==> config.mk <==
export PLATFORM = sky130hd
export DESIGN_NAME = uart_rx_fifo
export DESIGN_NICKNAME = d
export VERILOG_FILES = /design/src/rtl/uart_rx_fifo.sv
export SDC_FILE = /design/constraint.sdc
export NUM_CORES = 1
export LEC_CHECK = 0
export BUFFER_PORTS_ARGS = -buffer_cell sky130_fd_sc_hd__buf_4
export CAP_MARGIN = 20
export CORE_MARGIN = 2
export CORE_UTILIZATION = 28
export CTS_CLUSTER_SIZE = 28
export DETAILED_ROUTE_END_ITERATION = 16
export GPL_ROUTABILITY_DRIVEN = 0
export SETUP_SLACK_MARGIN = 0.4
export SYNTH_ARGS = -nofsm -noshare
export SYNTH_HDL_FRONTEND = slang
export SYNTH_SLANG_ARGS = --single-unit
==> constraint.sdc <==
create_clock -name clk -period 2.33 [get_ports clk]
set_clock_uncertainty 0.2 [all_clocks]
set_input_delay 0.466 -clock clk [delete_from_list [all_inputs] [get_ports clk]]
set_output_delay 0.466 -clock clk [all_outputs]
set_load 0.01 [all_outputs]
==> src/rtl/uart_rx_fifo.sv <==
// uart_rx_fifo
//   UART receiver that turns the serial stream on i_rx back into bytes and
//   buffers them in a small first-word-fall-through FIFO with valid/ready.
//   The default frame is 8N1. Defining UART_RX_PARITY_EN switches the frame
//   to 8E1: the PARITY state and the parity checker are built only then.
//
// Ports
//   clk           rising-edge clock
//   rstn          synchronous reset, active-low
//   i_rx          serial line, idle high, asynchronous to clk
//   o_data        FIFO head byte (8'h00 while the FIFO is empty)
//   o_valid       FIFO not empty
//   i_ready       consumer takes the head when o_valid & i_ready
//   o_frame_err   1-cycle pulse: stop bit sampled low
//   o_parity_err  1-cycle pulse: parity mismatch (always 0 without UART_RX_PARITY_EN)
//   o_overflow    1-cycle pulse: complete byte dropped because the FIFO was full
//   o_busy        receiver FSM not idle
module uart_rx_fifo #(
   parameter int CLK_FREQ_HZ = 50_000_000,
   parameter int BAUD        = 115200,
   parameter int FIFO_DEPTH  = 4
) (
   input  logic       clk,
   input  logic       rstn,
   input  logic       i_rx,
   output logic [7:0] o_data,
   output logic       o_valid,
   input  logic       i_ready,
   output logic       o_frame_err,
   output logic       o_parity_err,
   output logic       o_overflow,
   output logic       o_busy
);

   localparam int CPB  = CLK_FREQ_HZ / BAUD;
   localparam int HALF = CPB / 2;
   localparam int CW   = $clog2(CPB);
   localparam int AW   = $clog2(FIFO_DEPTH);
   localparam logic [CW-1:0] C_LAST = CW'(CPB - 1);
   localparam logic [CW-1:0] C_MID  = CW'(HALF - 1);

   typedef enum logic [2:0] {
      S_IDLE,
      S_START,
      S_DATA,
      S_STOP,
      S_BREAK
`ifdef UART_RX_PARITY_EN
      , S_PARITY
`endif
   } state_t;

   // receiver registers
   logic          r_rx_meta;
   logic          r_rx_s;
   state_t        r_state;
   state_t        w_state_nxt;
   logic [CW-1:0] r_cnt;
   logic [CW-1:0] w_cnt_nxt;
   logic [2:0]    r_idx;
   logic [2:0]    w_idx_nxt;
   logic [7:0]    r_shift;
   logic [7:0]    w_shift_nxt;
   logic          w_push;
   logic          w_frame_err;
   logic          r_frame_err;
   logic          r_overflow;
`ifdef UART_RX_PARITY_EN
   logic          r_par;
   logic          w_par_nxt;
   logic          w_parity_err;
   logic          r_parity_err;
`endif

   // FIFO
   logic [7:0]    r_mem [FIFO_DEPTH];
   logic [AW:0]   r_wr;
   logic [AW:0]   r_rd;
   logic          w_empty;
   logic          w_full;
   logic          w_pop;
   logic          w_wr_en;
   logic          w_ovf;

   always_ff @(posedge clk) begin
      if (!rstn) begin
         r_rx_meta   <= 1'b1;
         r_rx_s      <= 1'b1;
         r_state     <= S_IDLE;
         r_cnt       <= '0;
         r_idx       <= '0;
         r_shift     <= '0;
         r_frame_err <= 1'b0;
         r_overflow  <= 1'b0;
`ifdef UART_RX_PARITY_EN
         r_par        <= 1'b0;
         r_parity_err <= 1'b0;
`endif
      end else begin
         r_rx_meta   <= i_rx;
         r_rx_s      <= r_rx_meta;
         r_state     <= w_state_nxt;
         r_cnt       <= w_cnt_nxt;
         r_idx       <= w_idx_nxt;
         r_shift     <= w_shift_nxt;
         r_frame_err <= w_frame_err;
         r_overflow  <= w_ovf;
`ifdef UART_RX_PARITY_EN
         r_par        <= w_par_nxt;
         r_parity_err <= w_parity_err;
`endif
      end
   end

   always_comb begin
      w_state_nxt = r_state;
      w_cnt_nxt   = r_cnt + 1'b1;
      w_idx_nxt   = r_idx;
      w_shift_nxt = r_shift;
      w_push      = 1'b0;
      w_frame_err = 1'b0;
`ifdef UART_RX_PARITY_EN
      w_par_nxt    = r_par;
      w_parity_err = 1'b0;
`endif
      case (r_state)
         S_IDLE: begin
            w_cnt_nxt = '0;
            if (!r_rx_s) w_state_nxt = S_START;
         end
         S_START: begin
            // mid start bit: a line already back high was a glitch
            if (r_cnt == C_MID) begin
               w_cnt_nxt   = '0;
               w_idx_nxt   = '0;
               w_state_nxt = r_rx_s ? S_IDLE : S_DATA;
            end
         end
         S_DATA: begin
            if (r_cnt == C_LAST) begin
               w_cnt_nxt          = '0;
               w_shift_nxt[r_idx] = r_rx_s;
               w_idx_nxt          = r_idx + 3'd1;
               if (r_idx == 3'd7) begin
`ifdef UART_RX_PARITY_EN
                  w_state_nxt = S_PARITY;
`else
                  w_state_nxt = S_STOP;
`endif
               end
            end
         end
`ifdef UART_RX_PARITY_EN
         S_PARITY: begin
            if (r_cnt == C_LAST) begin
               w_cnt_nxt   = '0;
               w_par_nxt   = r_rx_s;
               w_state_nxt = S_STOP;
            end
         end
`endif
         S_STOP: begin
            if (r_cnt == C_LAST) begin
               w_cnt_nxt = '0;
               if (r_rx_s) begin
                  w_state_nxt = S_IDLE;
`ifdef UART_RX_PARITY_EN
                  if (r_par != ^r_shift) w_parity_err = 1'b1;
                  else                   w_push       = 1'b1;
`else
                  w_push = 1'b1;
`endif
               end else begin
                  // frame error takes precedence over any parity mismatch
                  w_frame_err = 1'b1;
                  w_state_nxt = S_BREAK;
               end
            end
         end
         S_BREAK: begin
            w_cnt_nxt = '0;
            if (r_rx_s) w_state_nxt = S_IDLE;
         end
         default: begin
            w_cnt_nxt   = '0;
            w_state_nxt = S_IDLE;
         end
      endcase
   end

   // FIFO: extra wrap bit on each pointer distinguishes full from empty
   assign w_empty = (r_wr == r_rd);
   assign w_full  = (r_wr[AW] != r_rd[AW]) && (r_wr[AW-1:0] == r_rd[AW-1:0]);
   assign w_pop   = o_valid & i_ready;
   assign w_wr_en = w_push & (~w_full | w_pop);
   assign w_ovf   = w_push & w_full & ~w_pop;

   always_ff @(posedge clk) begin
      if (!rstn) begin
         r_wr <= '0;
         r_rd <= '0;
      end else begin
         if (w_wr_en) r_wr <= r_wr + 1'b1;
         if (w_pop)   r_rd <= r_rd + 1'b1;
      end
   end

   always_ff @(posedge clk) begin
      if (w_wr_en) r_mem[r_wr[AW-1:0]] <= r_shift;
   end

   // storage is not reset, so the head is masked while empty
   assign o_valid     = ~w_empty;
   assign o_data      = o_valid ? r_mem[r_rd[AW-1:0]] : '0;
   assign o_frame_err = r_frame_err;
   assign o_overflow  = r_overflow;
   assign o_busy      = (r_state != S_IDLE);
`ifdef UART_RX_PARITY_EN
   assign o_parity_err = r_parity_err;
`else
   assign o_parity_err = 1'b0;
`endif

endmodule

==> impl_metrics.yaml <==
run_status:
  status: "complete, no violations"
clock_tree:
  cts.path.max_buffers: 2
  cts.sinks: 67
  htreeDepth: 3
  clkLatencyLatePin_ns: 0.34
  cts_tree: "built"
  cts_hold_buf: 0
  clock-root-buffer: "clkbuf_8"
  cts.clk_slew.worst_paths_ns: 0.08
  cts_buffers: 9
pwr:
  powerDensity_mw_per_mm2: 621
  p_switching_uw: 600
  sw_frac_of_total_pct: 24.4
  power_frac_seq_pct: 50.3
  p_int_uw: 1860
  combPwrFrac_pct: 9.2
  p_leak_uw: 0.00145
  clockPowerShare_pct: 40.4
  irDropWorstVdd_uv: 280
yosys:
  synth_flop_cell: "dfxtp_1"
  synth.net_count: 260
  synth_top_area_share_pct: 32.0
  synth_cell_types: 51
  yosys_warnings: 0
  ys_ff_latch: 67
  synthTopCellsByArea: "edfxtp_1 (32%), dfxtp_1 (23%), mux4_2 (6.0%)"
  async_reset_ff_share_pct: 0
  yosysSeqAreaShare_pct: 55.3
  synth_edf_count: 32
  syn_area_mm2: 0.00300
  yosys.area.top_type: "edfxtp_1"
  syn_inst: 246
  syn_area_per_cell_um2: 12.2
finish:
  final_cell_mix: "buf_4 (37), edfxtp_1 (32), dfxtp_1 (23)"
  nNetsFinal: 306
  multiInputGateArea_mm2: 0.00142
  syn_to_final_growth_pct: 31.7
  seqCellArea_mm2: 0.00168
  stdcell_count: 433
  final_cell_area_mm2: 0.00396
  final_common_cell: "buf_4"
  drive_above_1_share_pct: 41.4
  nFillCells: 1020
  n_antenna_cell: 0
setup_path:
  start_kind: "flip-flop"
  reg2reg_depth: 7
  endpoint_kind: "primary output"
  reg2reg_slack_ns: 0.34
  max_stage_delay_ns: 0.50
  path_delay_family: "multiplexers"
  cp.arrival_ns: 1.59
  r2r_start: "r_cnt[1]"
  worst-path-stages: 4
  crit_fanout: 8
  path_cells: "buf_12 > mux4_2 > nor2b_1 > buf_4"
  crit_required_ns: 1.66
  cp-endpoint: "o_data[4]"
  criticalPathCategory: "flip-flop to primary output"
  critPathBufInv: 2
  rr_endpoint: "r_cnt[5]"
  slowest_stage: "mux4_2"
sta:
  rsz0062_at_grt: "yes"
  drv_slew: 0
  max_freq_mhz: 443
  setup_violations: 0
  finalHoldViolations: 0
  tns_ns: 0
  post-route-period-util_pct: 96.9
  fin_crit_ns: 2.26
route:
  routed-via-count: 2009
  dr.pass1.iters: 4
  wl_mm: 5.96
  drt_iter0_drc: 54
  viasPerCell: 4.64
  wl_per_cell_um: 13.8
  antenna_left: 0
  drc: 0
min_path:
  hp-class: "input port to flip-flop"
  holdPathStages: 2
global_routing:
  grtUsageTotal_pct: 10.9
  grt_pass1_wl_mm: 9.76
  grt_max_degree: 22
  first_global_vias: 1997
  grt-ovfl-total: 0
  antenna_found_initial: 0
place:
  dp.cells: 396
  placed_area_mm2: 0.00333
  dp_hpwl_mm: 3.70
  numPortBuffers: 15
floorplan:
  die_area_mm2: 0.0116
  design.core.area_mm2: 0.0104
  die_width_um: 108
  rows: 37
  initial_core_util_pct: 29.0
  num_io_pins: 17
  die_h_um: 108
flow_run:
  max_cap_violations: 0
## cells in the mapped netlist, types with 3 or more instances
master    number
nor4b_1        3
mux4_2         8
dfxtp_1       35
nor2b_1        9
mux2i_1       10
ha_1          10
nand4_1        3
nand3_1       10
o21ai_0        6
clkbuf_1       9
nor2_2         8
edfxtp_1      32
nor3_1         4
a21oi_1        6
nor2_1         8
inv_1         11
xor2_1         8
xnor2_1        6
and3_1         6
nand2_1       14
buf_6          3
## cells by family after synthesis
kind of cell | after synthesis | synth area share (%)
xor gates and xnor gates | 14 | 4.08
muxes | 18 | 9.33
adders and majority gates | 10 | 4.16
AOI/OAI and AO/OA | 25 | 5.87
buffers and inverters | 26 | 4.25
DFF | 67 | 55.3
and+or+nand+nor | 85 | 16.9
other | 1 | 0.125
## how the worst min path moves through the flow
stage / start / end / slack (ns)
after floorplan: r_rx_meta / r_rx_s / 0.19
after global placement: r_rx_meta / r_rx_s / 0.19
after detailed placement: r_rx_meta / r_rx_s / 0.20
after CTS: i_rx / r_rx_meta / 0.09
after global routing: i_rx / r_rx_meta / 0.10
final: i_rx / r_rx_meta / 0.10
## flip-flops by register name (all words and copies together) (netlist names), 3 cells and up, named ones only
name	flops
r_rd	3
r_shift	8
r_mem	32
r_state	3
r_cnt	9
r_wr	3
r_idx	3
## timing repair
item / CTS / global route
buffers inserted: 14 / 5
setup endpoints to repair: 58 / 62
resized for setup: 38 / 26
hold endpoints to repair: 0 / 0
cloned: 2 / 0
pin swaps: 11 / 8
## metal layers
layer | global-route usage (%) | up-vias | wire length (um)
li1 | - | 987 | -
met1 | 13.0 | 979 | 2700
met5 | 0 | - | 0
met4 | 4.12 | 0 | 85
met3 | 3.33 | 9 | 217
met2 | 18.5 | 34 | 2960
## final cells by class
type,count,share of cell area (%)
sequential,67,42.6
multi-input combinational,154,35.9
timing repair buffer,49,11.0
tap,136,4.30
clock buffer,9,3.13
clock inverter,7,2.09
inverter,11,1.04
## worst reg2reg max path: cells and delay by family, from the launching register on
family,cells,cell delay (ns)
buf+inv,3,0.29
simple gates,1,0.11
compound gates,2,0.81
fa+ha+maj,1,0.18
flops,1,0.34
## power by group through the flow
stage	clock network [uW]	logic, uW	registers (uW)
after CTS	1030	208	1240
after detailed placement	0	158	1260
after global routing	1080	247	1240
after global placement	0	156	1260
after floorplan	0	117	1260
final	994	227	1240
## through the flow
step	util, %	hold WS (ns)	total power, uW	worst slack, ns
after global placement	32.1	0.193	1420	0.209
after CTS	36.7	0.0861	2480	0.0350
after floorplan	-	0.186	1380	0.393
after global routing	38.2	0.102	2570	0.00544
after detailed placement	32.1	0.199	1420	0.180
final	38.2	0.104	2460	0.0720
No activity file was read; power rests on OpenSTA's default activity.
